===== src/rtl/packet_parser_n6_if.sv =====
// Packet word stream plus parsed-header results.
//   bus               : 32-bit packet word, first byte in [31:24]
//   start_of_packet_i : marks word 0 of a packet
//   phs_o             : parsed-header summary (flags, IHL, TCP offset, payload offset)
//   pay_last_word     : index of the last bus word holding packet bytes
// master = packet source / result consumer, slave = parser.
interface packet_parser_n6_if;
  localparam int unsigned W_WORD = 32;

  logic [W_WORD-1:0] bus;
  logic              start_of_packet_i;
  logic [W_WORD-1:0] phs_o;
  logic [W_WORD-1:0] pay_last_word;

  modport master (
    output bus,
    output start_of_packet_i,
    input  phs_o,
    input  pay_last_word
  );

  modport slave (
    input  bus,
    input  start_of_packet_i,
    output phs_o,
    output pay_last_word
  );
endinterface


===== src/rtl/packet_parser_n6.sv =====
// Ethernet II / IPv4 / UDP|TCP header parser, one 32-bit word per cycle.
//   CLK   : rising-edge clock
//   reset : synchronous active-high reset
//   pif   : slave side of packet_parser_n6_if (bus, start_of_packet_i in;
//           phs_o, pay_last_word out, both registered)
// phs_o layout: [7:0] flags {rsvd,DONE,ERROR,UNSUP,TCP,UDP,IPV4,ETH},
//               [11:8] IHL, [15:12] TCP data offset, [31:16] payload offset.
module packet_parser_n6 (
  input  logic               CLK,
  input  logic               reset,
  packet_parser_n6_if.slave  pif
);
  localparam int unsigned W_WORD = 32;
  localparam int unsigned W_CNT  = 16;

  localparam int unsigned F_ETH   = 0;
  localparam int unsigned F_IPV4  = 1;
  localparam int unsigned F_UDP   = 2;
  localparam int unsigned F_TCP   = 3;
  localparam int unsigned F_UNSUP = 4;
  localparam int unsigned F_ERR   = 5;
  localparam int unsigned F_DONE  = 6;

  localparam logic [15:0] ETYPE_IPV4 = 16'h0800;
  localparam logic [7:0]  PROTO_UDP  = 8'd17;
  localparam logic [7:0]  PROTO_TCP  = 8'd6;
  localparam logic [15:0] ETH_HDR    = 16'd14;
  localparam logic [15:0] UDP_HDR    = 16'd8;

  typedef enum logic [2:0] {
    S_IDLE,
    S_ETH,
    S_IPV4,
    S_L4,
    S_DONE
  } state_t;

  state_t              state_q, state_d;
  logic [W_CNT-1:0]    cnt_q, cnt_d;
  logic [W_CNT-1:0]    idx;
  logic [W_WORD-1:0]   phs_q, phs_d;
  logic [W_WORD-1:0]   plw_q, plw_d;
  logic [3:0]          ihl_q;
  logic [15:0]         l4_start;
  logic [15:0]         tot_len;

  // IHL already latched into phs at word 3 is reused for all later offsets.
  assign ihl_q    = phs_q[11:8];
  assign l4_start = ETH_HDR + 16'({ihl_q, 2'b00});
  assign tot_len  = pif.bus[31:16];

  // State, word counter and output registers.
  always_ff @(posedge CLK) begin
    if (reset) begin
      state_q <= S_IDLE;
      cnt_q   <= '0;
      phs_q   <= '0;
      plw_q   <= '0;
    end else begin
      state_q <= state_d;
      cnt_q   <= cnt_d;
      phs_q   <= phs_d;
      plw_q   <= plw_d;
    end
  end

  // Next-state and parsed-field update for the word currently on the bus.
  always_comb begin
    state_d = state_q;
    phs_d   = phs_q;
    plw_d   = plw_q;

    // idx is the index of the word on the bus: 0 on start-of-packet.
    idx   = pif.start_of_packet_i ? '0 : cnt_q;
    cnt_d = (idx == {W_CNT{1'b1}}) ? idx : idx + W_CNT'(1);

    if (pif.start_of_packet_i) begin
      // Word 0 only holds MAC bytes, so a restart just clears results.
      phs_d   = '0;
      plw_d   = '0;
      state_d = S_ETH;
    end else begin
      unique case (state_q)
        S_ETH: begin
          if (idx == W_CNT'(3)) begin
            phs_d[F_ETH] = 1'b1;
            if (pif.bus[31:16] != ETYPE_IPV4) begin
              phs_d[F_UNSUP] = 1'b1;
              phs_d[F_DONE]  = 1'b1;
              phs_d[31:16]   = ETH_HDR;
              state_d        = S_DONE;
            end else if ((pif.bus[15:12] != 4'd4) || (pif.bus[11:8] < 4'd5)) begin
              phs_d[F_ERR]  = 1'b1;
              phs_d[F_DONE] = 1'b1;
              state_d       = S_DONE;
            end else begin
              phs_d[11:8] = pif.bus[11:8];
              state_d     = S_IPV4;
            end
          end
        end

        S_IPV4: begin
          if (idx == W_CNT'(4)) begin
            plw_d = (W_WORD'(ETH_HDR) + W_WORD'(tot_len) - W_WORD'(1)) >> 2;
            if (tot_len < 16'({ihl_q, 2'b00})) begin
              phs_d[F_ERR]  = 1'b1;
              phs_d[F_DONE] = 1'b1;
              state_d       = S_DONE;
            end
          end else if (idx == W_CNT'(5)) begin
            phs_d[F_IPV4] = 1'b1;
            if (pif.bus[7:0] == PROTO_UDP) begin
              phs_d[F_UDP]  = 1'b1;
              phs_d[F_DONE] = 1'b1;
              phs_d[31:16]  = l4_start + UDP_HDR;
              state_d       = S_DONE;
            end else if (pif.bus[7:0] == PROTO_TCP) begin
              phs_d[F_TCP] = 1'b1;
              state_d      = S_L4;
            end else begin
              phs_d[F_UNSUP] = 1'b1;
              phs_d[F_DONE]  = 1'b1;
              phs_d[31:16]   = l4_start;
              state_d        = S_DONE;
            end
          end
        end

        S_L4: begin
          // TCP data-offset byte always lands in bits [15:12] of word 6+IHL.
          if (idx == W_CNT'(6) + W_CNT'(ihl_q)) begin
            phs_d[F_DONE] = 1'b1;
            state_d       = S_DONE;
            if (pif.bus[15:12] < 4'd5) begin
              phs_d[F_ERR] = 1'b1;
            end else begin
              phs_d[15:12] = pif.bus[15:12];
              phs_d[31:16] = l4_start + 16'({pif.bus[15:12], 2'b00});
            end
          end
        end

        default: ;
      endcase
    end
  end

  assign pif.phs_o         = phs_q;
  assign pif.pay_last_word = plw_q;
endmodule


===== src/flat_wrapper.sv =====
// flat-port wrapper written by rule: the top's interface ports become plain ports
module packet_parser_n6_flat 
  (CLK, reset, pif_bus, pif_start_of_packet_i, pif_phs_o, pif_pay_last_word);
  packet_parser_n6_if pif_i ();
  input  logic CLK;
  input  logic reset;
  input wire logic [$bits(pif_i.bus)-1:0] pif_bus;
  input wire logic [$bits(pif_i.start_of_packet_i)-1:0] pif_start_of_packet_i;
  output wire logic [$bits(pif_i.phs_o)-1:0] pif_phs_o;
  output wire logic [$bits(pif_i.pay_last_word)-1:0] pif_pay_last_word;
  assign pif_i.bus = pif_bus;
  assign pif_i.start_of_packet_i = pif_start_of_packet_i;
  assign pif_phs_o = pif_i.phs_o;
  assign pif_pay_last_word = pif_i.pay_last_word;
  packet_parser_n6 u_core (.CLK(CLK), .reset(reset), .pif(pif_i));
endmodule

===== config.mk =====
export PLATFORM = sky130hd
export DESIGN_NAME = packet_parser_n6_flat
export DESIGN_NICKNAME = d
export VERILOG_FILES = /design/src/rtl/packet_parser_n6_if.sv /design/src/rtl/packet_parser_n6.sv /design/src/flat_wrapper.sv
export SDC_FILE = /design/constraint.sdc
export NUM_CORES = 1
export LEC_CHECK = 0
export BUFFER_PORTS_ARGS = -buffer_cell sky130_fd_sc_hd__buf_2
export CORE_ASPECT_RATIO = 0.8
export CORE_MARGIN = 2
export CORE_UTILIZATION = 56
export CTS_CLUSTER_DIAMETER = 60
export DETAILED_ROUTE_END_ITERATION = 16
export GPL_TIMING_DRIVEN = 0
export PLACE_DENSITY_LB_ADDON = 0.12
export SLEW_MARGIN = 5
export SYNTH_ARGS = -nofsm -noshare
export SYNTH_HDL_FRONTEND = slang
export SYNTH_SLANG_ARGS = --single-unit

===== constraint.sdc =====
create_clock -name CLK -period 3.9 [get_ports CLK]
set_input_delay 0.78 -clock CLK [delete_from_list [all_inputs] [get_ports CLK]]
set_output_delay 0.78 -clock CLK [all_outputs]
set_load 0.03 [all_outputs]

; Yosys cells after proc, flatten, opt, wreduce, memory -nomap -nowiden
; Cells that the tools add are included.
[op_classes]
n_addsub = 7
multipliers = 0
div = 0
n_lt_le_gt_ge = 3
n_eq_ne = 34
shifts = 0
muxes = 42
bitwise_logic = 5
reduce_logical = 18
[ops]
columns = cell, n
row1 = two-way mux 16 bit, 8
row2 = case mux 16 bit (3 select lines), 1
row3 = two-way mux 20 bit, 2
row4 = "equality test 16 x 3 -> 1 bit, second input constant", 2
row5 = "subtractor 32 x 1 -> 32 bit, second input constant", 1
row6 = two-way mux 3 bit, 10
row7 = "adder 4 x 16 -> 17 bit, first input constant", 1
row8 = "adder 16 x 1 -> 16 bit, second input constant", 1
row9 = "adder 16 x 4 -> 16 bit, second input constant", 1
row10 = adder 16 x 6 -> 16 bit, 1
row11 = equality test 16 bit, 1
row12 = "equality test 16 bit, second input constant", 1
row13 = "equality test 16 x 2 -> 1 bit, second input constant", 1
row14 = < comparator 16 x 6 -> 1 bit, 1
row15 = "inequality test 16 x 12 -> 1 bit, second input constant", 1
row16 = "inequality test 2 x 1 -> 1 bit, second input constant", 8
row17 = AND reduction 8 bit, 2
row18 = AND reduction 5 bit, 3
row19 = AND reduction 7 bit, 2
row20 = two-way mux 1 bit, 12
row21 = "inequality test 2 bit, second input constant", 5
row22 = "inequality test 3 x 2 -> 1 bit, second input constant", 3
row23 = case mux 3 bit (3 select lines), 1
row24 = "equality test 8 x 3 -> 1 bit, second input constant", 1
row25 = 24 further kinds, 39
[totals]
regBits = 80
latchBits = 0
mem_bits_rw = 0
mem_bits_ro = 0
out_inout_bits = 64
word_cells = 123
mem_count = 0

; Logic depth before layout (Yosys ltp)
; Gate-level depths: netlist of the first run.
[depth]
depth_word = 7
mapped_depth = 12

; Least setup slack after synthesis of the first run
; Ideal clock, no wire load.
[synth_timing]
path_kind = input port to flip-flop
startpoint = input pif_start_of_packet_i
endpoint = register u_core.state_q[1]
setup_time_ns = 0.119
arrival_time_ns = 2.956
t_required_ns = 3.781
slack_ns = 0.825
cell_stages = 10
cell_sequence = buf_2 clkbuf_1 nor2b_1 ha_1 nor4b_1 and4_1 o21ai_0 a221oi_1 o211ai_1 o221a_2
[synth_via]
elab_chain_cells = 4
elab_cells_between_ends = 13
[synth_rtl]
columns = item, line_no
row1 = start: declaration, flat_wrapper.sv:8  ; input wire logic [$bits(pif_i.start_of_packet_i)-1:0] pif_start_of_packet_i;
row2 = two-way mux 16 bit, packet_parser_n6.sv:74  ; idx = pif.start_of_packet_i ? '0 : cnt_q;
row3 = "equality test 16 x 3 -> 1 bit, or another cell as far along", packet_parser_n6.sv:104  ; if (idx == W_CNT'(4)) begin
row4 = "inequality test 3 bit (no line), or another cell as far along", n/a
row5 = AND reduction 5 bit (no line) or case mux 3 bit (3 select lines) (tied branches), n/a
row6 = end signal: assignment, packet_parser_n6.sv:60  ; state_q <= state_d;
row7 = end: declaration, packet_parser_n6.sv:38  ; state_t state_q, state_d;
; Several ways; a longest one is shown, not always the timed one.
; A chain may end at the register's enable or synchronous reset.

; Worst setup path in the final report of the first run
; Ends and elaborated chain as after synthesis.

==> summary.txt, run 1 <==
Outcome
  • Status: completed

Worst setup path
  • Class of the most critical setup path: in -> reg
  • CP Data Arrival Time: 3610 ps
  • Reg-to-reg startpoint: u_core.pif.phs_o[10]
  • Worst EP required: 4130 ps
  • Reg-to-Reg End: u_core.pif.phs_o[18]
  • FF-to-FF setup slack: 1110 ps
  • Startpoint types: primary input
  • Critical Path End Type: flop
  • R2R depth: 9
  • Critical Path Fanout Max: 10

Timing
  • FMAX: 295.8 MHz
  • RSZ-0062 raised after global routing: false
  • Final min period: 3380 ps
  • TNS Setup: 0 ps
  • Worst rel slew slack: 40.12%
  • Worst-margin pin slew: 891.4 ps
  • Final-report max-slew violation count: 0
  • Final hold violation count: 0
  • Final worst path period share: 86.68%
  • Worst Skew: 8.715 ps
  • Final setup fails: 0
  • Hold Worst Slack: roughly 450 ps

Yosys
  • Asr flop ratio synth: 0%
  • Synth warn: 0
  • Cell Area, Synth: 4521 um2
  • Synth unique cells: 76
  • Number of flops mapped to enable cells by yosys: 0
  • Register area share after synthesis: a little under a third
  • Synth Flop Type: dfxtp_1
  • Syn avg cell area: approximately 8 um2
  • Flops & latches, synth: 71
  • Post-synthesis cell count: 551

Finish
  • Area growth syn-to-layout: 18.74%
  • Final core utilization: 68.17%
  • Layout cell share with drive strength beyond 1: 20.88%
  • Area occupied by multi-input gates: 2869 um2
  • # fillers: 695
  • Final Cell Area: 5368 um2
  • Ant. Diodes: 0
  • Reg area: 1421 um2
  • # nets final: 710

Placed design
  • HPWL Detailed: ~9100 um
  • IO Port Bufs: between 80 and 90
  • Placed cell area: 5112 um2
  • RePlAce Congestion: 0.9929

Route
  • Antenna Nets Post-Route: 0
  • DRC Markers: 0
  • Drt pass-1 iters: 5
  • Via count: 4411
  • Iteration-0 DRC Markers: 367
  • Routed WL per cell: 15.69 um
  • Routed WL: 12060 um
  • DR vias/cell: roughly 5.7

Floorplanning
  • Rows: 29
  • Die span in y: 84.36 um
  • Die area: 8811 um2
  • Die Width: 104.5 um
  • # IOs: between 90 and 100
  • Initial Util: between 50 and 60%
  • Core ar.: 7874 um2

Clock tree
  • Clock slew at reported path FFs: ~80 ps
  • CTS buffer count: 9
  • Resize count post-CTS: 0
  • Hold-fix buffers at CTS: 0
  • CTS max path bufs: 2
  • Sink Count: 71
  • Worst skew pair latency: between 300 and 400 ps
  • H-tree levels: 3
  • Clk root buf: clkbuf_8
  • TritonCTS clock tree: done
  • Setup bufs post-CTS: 0

Hold path
  • Hold Crit Start: u_core.pif.pay_last_word[4]
  • Hold crit path type: reg -> reg
  • Hold depth: 2
  • WHS Endpoint: u_core.pif.pay_last_word[4]

Pwr
  • Pwr dens: 305.2 nW/um2
  • Static leakage: 2.218 nW
  • Peak VDD IR: 0.2271 mV

Global routing
  • Gr ovfl total: 0
  • GRT Util Overall: between 20 and 30%
  • First-pass GRT wire length: approximately 20000 um
  • Vias in the first global route: 4130
  • Largest net degree at the start of global routing: 13
  • Antenna violations before repair: 0

Job
  • Max Cap Viol: 0
[final cells by class]
| type | instances | area share, % |
|---|---|---|
| Multi-Input combinational cell | 437 | 53.45 |
| Sequential cell | 71 | 26.48 |
| Inverter | 14 | 0.9790 |
| Clock inverter | 5 | 1.935 |
| Timing Repair Buffer | 83 | 7.739 |
| Clock buffer | 11 | 2.821 |
| Buffer | 40 | 4.079 |
| Tap cell | 108 | 2.517 |
[sequential cells by signal, summed over array words and instances, names as in the netlist]
signal	count
u_core.state_q	3
u_core.pif.phs_o	22
u_core.cnt_q	16
u_core.pif.pay_last_word	30
[cells in the mapped netlist, drive strengths merged, types with 11 or more instances]
cell type | number | share of area [%]
buf | 21 | 3.3
nand2 | 54 | 4.5
mux2i | 12 | 2.7
and3 | 14 | 1.9
xor2 | 12 | 2.3
a21oi | 37 | 4.2
inv | 14 | 1.2
ha | 18 | 5.0
o21ai | 22 | 2.5
nor2 | 41 | 3.4
xnor2 | 25 | 4.8
nand3 | 28 | 3.2
dfxtp | 71 | 31
nand4 | 15 | 2.4
nor3 | 16 | 1.9
clkbuf | 19 | 1.6
nor4 | 11 | 1.5
[stage by stage]
stage          total power [mW]  setup WS, ps  std cells
4_1_cts                   1.647         605.9        769
3_5_place_dp             0.9132         253.2        753
3_3_place_gp             0.9106         303.5        753
2_1_floorplan            0.8595         825.1        562
6_report                  1.638         519.6        769
5_1_grt                   1.698         323.6        769
[cells by family (layout without fill, tap and decap cells)]
family	Yosys count	after routing	share of synthesized area [%]
AND/OR/NAND/NOR	243	243	29.42
adder cells (fa/ha/maj)	19	19	5.425
AO/OA/AOI/OAI	113	113	17.47
buffers and inverters	54	153	6.006
XOR/XNOR	37	37	7.169
other	1	12	0.08295
flip-flops	71	71	31.44
multiplexers	13	13	2.989
[how the worst max path moves through the flow]
stage | start | end | slack, ps | cells past startpoint
CTS | pif_start_of_packet_i | u_core.state_q[1] | 610 | 11
detailed placement | pif_start_of_packet_i | u_core.state_q[1] | 250 | 11
global route | pif_start_of_packet_i | u_core.state_q[1] | 320 | 11
floorplan | pif_start_of_packet_i | u_core.state_q[1] | 830 | 10
global placement | pif_start_of_packet_i | u_core.state_q[1] | 300 | 11
finish | pif_start_of_packet_i | u_core.state_q[1] | 520 | 11
[worst max-delay path, cell delays in order]
cell and delay (ps):
buf_2 100, buf_2 170, clkbuf_1 270, nor2b_1 400, ha_1 310, nor4b_1 220, and4_1 260, o21ai_0 130
a221oi_1 480, o211ai_1 210, o221a_2 280
[layout by cell type (no fill, tap or decap), types with 5 or more instances in the layout]
master,Yosys,routed
conb_1,1,12
xnor2_1,25,25
o211ai_1,5,5
dfxtp_1,71,71
nand4_1,14,14
nand3_1,27,27
buf_2,4,87
nor4_1,11,11
nand2_1,54,54
nor3_1,15,15
inv_1,14,14
clkbuf_1,19,19
clkbuf_8,0,11
and2_1,6,6
a21oi_1,36,36
nor4b_1,5,5
o21ai_0,18,18
and4_1,6,6
nand2b_1,8,8
buf_4,15,15
xor2_1,12,12
mux2i_1,12,12
nor2b_1,10,10
ha_1,18,18
and3_1,14,14
nor2_1,41,41
o21a_1,5,5
or3_1,8,8
[report_power, final]
group / leakage, nW / total, mW / internal, mW / switching, mW
Clock: 0.130 / 0.737 / 0.460 / 0.277
Combinational: 1.52 / 0.171 / 0.0628 / 0.108
Sequential: 0.572 / 0.730 / 0.727 / 0.00346
Total: 2.22 / 1.64 / 1.25 / 0.389
[per-layer routing]
layer	track usage, %	vias to the layer above	wire (um)
met5	0	-	0
met4	7.617	0	136
met3	4.891	16	748
met2	43.49	162	5354
met1	39.37	2047	5822
li1	-	2186	-
Note: power is estimated with default switching activity, not from simulation.
==> run 2: changes to the inputs <==
--- a/config.mk
+++ b/config.mk
@@ -8,8 +8,10 @@
 export BUFFER_PORTS_ARGS = -buffer_cell sky130_fd_sc_hd__buf_2
 export CORE_ASPECT_RATIO = 0.8
 export CORE_MARGIN = 2
-export CORE_UTILIZATION = 56
+export CORE_UTILIZATION = 57
+export CTS_BUF_LIST = sky130_fd_sc_hd__clkbuf_8
 export CTS_CLUSTER_DIAMETER = 60
+export CTS_CLUSTER_SIZE = 30
 export DETAILED_ROUTE_END_ITERATION = 16
 export GPL_TIMING_DRIVEN = 0
 export PLACE_DENSITY_LB_ADDON = 0.12
==> run 2 against run 1 <==
Setup slack better by 59 ps. Wire length is 0.50% lower. Critical path depth stayed put. Global-route usage is 0.49 points higher. Highest routed layer unchanged.
==> summary.txt, run 2 (synthesis gave the netlist of run 1 again) <==
Route
  • DRC Markers: 0 (unchanged)
  • Drt pass-1 iters: 5 (unchanged)
  • Routed WL: 12000 um (-0.50%)
  • Via count: 4442 (+0.70%)
  • DR vias/cell: 5.776 (+0.70%)
  • Routed WL per cell: 15.61 um (-0.50%)
  • Iteration-0 DRC Markers: 315 (-14%)
  • Antenna Nets Post-Route: 0 (unchanged)

Clock tree
  • Hold-fix buffers at CTS: 0 (unchanged)
  • Clock slew at reported path FFs: 70 ps (about the same)
  • CTS buffer count: 9 (unchanged)
  • Setup bufs post-CTS: 0 (unchanged)
  • H-tree levels: 3 (unchanged)
  • Resize count post-CTS: 0 (unchanged)
  • CTS max path bufs: 2 (unchanged)
  • Worst skew pair latency: 360 ps (+20 ps)
  • Sink Count: 71 (unchanged)
  • Clk root buf: clkbuf_8
  • TritonCTS clock tree: done

Worst setup path
  • Critical Path End Type: flop
  • Startpoint types: primary input
  • Critical Path Fanout Max: 10 (unchanged)
  • Reg-to-Reg End: u_core.pif.phs_o[22]
  • R2R depth: 9 (unchanged)
  • Class of the most critical setup path: in -> reg
  • FF-to-FF setup slack: 1130 ps (+20 ps)
  • Reg-to-reg startpoint: u_core.pif.phs_o[9]
  • CP Data Arrival Time: 3570 ps (-40 ps)
  • Worst EP required: 4150 ps (+20 ps)

Timing
  • Worst Skew: 8.255 ps (-0.4600 ps)
  • Final worst path period share: 85.15% (-1.5 points)
  • Final-report max-slew violation count: 0 (unchanged)
  • Hold Worst Slack: 447.7 ps (-2.873 ps)
  • Final setup fails: 0 (unchanged)
  • Final min period: 3321 ps (-59.50 ps)
  • Worst rel slew slack: 37.31% (-2.8 points)
  • Final hold violation count: 0 (unchanged)
  • FMAX: 301.1 MHz (+1.8%)
  • Worst-margin pin slew: 931.8 ps (+40.38 ps)
  • Setup WS post-layout: 579.1 ps (+59.50 ps)
  • RSZ-0062 raised after global routing: false
  • TNS Setup: 0 ps (unchanged)

Job
  • Max Cap Viol: 0 (unchanged)

Hold path
  • Hold crit path type: reg -> reg
  • Hold depth: 2 (unchanged)
  • WHS Endpoint: u_core.pif.pay_last_word[4]
  • Hold Crit Start: u_core.pif.pay_last_word[4]

Placed design
  • Pre-CTS setup slack: 252.0 ps (-1.261 ps)
  • Placed cell area: 5112 um2 (unchanged)
  • RePlAce Congestion: 0.8754 (-12%)
  • IO Port Bufs: 83 (unchanged)
  • Placed Instances: 753 (unchanged)
  • HPWL Detailed: 8991 um (-1.5%)

Finish
  • Reg area: 1421 um2 (unchanged)
  • # fillers: 690 (-0.72%)
  • Final core utilization: 68.81% (+0.63 points)
  • Area occupied by multi-input gates: 2869 um2 (unchanged)
  • Non-Filler Instances: 769 (unchanged)
  • Most frequent cells in the layout: buf_2 (87), dfxtp_1 (71), nand2_1 (54), nor2_1 (41), a21oi_1 (36)
  • Most common cell after layout, fill and taps aside: buf_2
  • Area growth syn-to-layout: 18.74% (unchanged)
  • # nets final: 710 (unchanged)
  • Max reg flops: 30 (unchanged)
  • Final Cell Area: 5368 um2 (unchanged)
  • Ant. Diodes: 0 (unchanged)
  • Layout cell share with drive strength beyond 1: 20.88% (unchanged)

Pwr
  • Static leakage: 2.218 nW (unchanged)
  • Pwr Total: 1.652 mW (+0.84%)
  • Peak VDD IR: 0.2411 mV (+6.2%)
  • Pwr dens: 307.8 nW/um2 (+0.84%)

Floorplanning
  • Rows: 29 (unchanged)
  • Die Width: 103.6 um (-0.85%)
  • Core ar.: 7801 um2 (-0.92%)
  • Die span in y: 83.66 um (-0.84%)
  • Initial Util: 57.95% (+0.53 points)
  • Die area: 8664 um2 (-1.7%)
  • # IOs: 99 (unchanged)

Global routing
  • Vias in the first global route: 4074 (-1.4%)
  • GRT Util Overall: 28.23% (+0.49 points)
  • Gr ovfl total: 0 (unchanged)
  • Antenna violations before repair: 0 (unchanged)
  • Largest net degree at the start of global routing: 13 (unchanged)
  • First-pass GRT wire length: 20070 um (-0.20%)

Outcome
  • Status: completed
[run 2: worst max path at each step]
stage                                from           endpoint  depth (start not counted)  slack, ps
floorplan           pif_start_of_packet_i  u_core.state_q[1]                         10        830
detailed placement  pif_start_of_packet_i  u_core.state_q[1]                         11        250
finish              pif_start_of_packet_i  u_core.state_q[1]                         11        580
CTS                 pif_start_of_packet_i  u_core.state_q[1]                         11        640
global placement    pif_start_of_packet_i  u_core.state_q[1]                         11        280
global route        pif_start_of_packet_i  u_core.state_q[1]                         11        390
[run 2: cell type report]
| cell class | instances | share of cell area [%] |
|---|---|---|
| Buffer | 40 | 4.079 |
| Clock buffer | 11 | 2.821 |
| Clock inverter | 5 | 1.935 |
| Inverter | 14 | 0.9790 |
| Multi-Input combinational cell | 437 | 53.45 |
| Sequential cell | 71 | 26.48 |
| Tap cell | 108 | 2.517 |
| Timing Repair Buffer | 83 | 7.739 |
[run 2: power breakdown]
part           total [mW]  switching, mW  internal (mW)
sequential          0.730        0.00360          0.727
clock               0.751          0.291          0.460
combinational       0.171          0.108         0.0628
[run 2: critical path, cell delays in order]
cell      delay [ps]
buf_2            100
buf_2            170
clkbuf_1         260
nor2b_1          390
ha_1             300
nor4b_1          230
and4_1           270
o21ai_0          130
a221oi_1         450
o211ai_1         200
o221a_2          270
[run 2: metal layers]
layer | GRT usage [%] | wire length (um)
met5 | 0 | 0
met4 | 6.634 | 121
met3 | 7.104 | 986
met2 | 43.71 | 5217
met1 | 39.72 | 5676
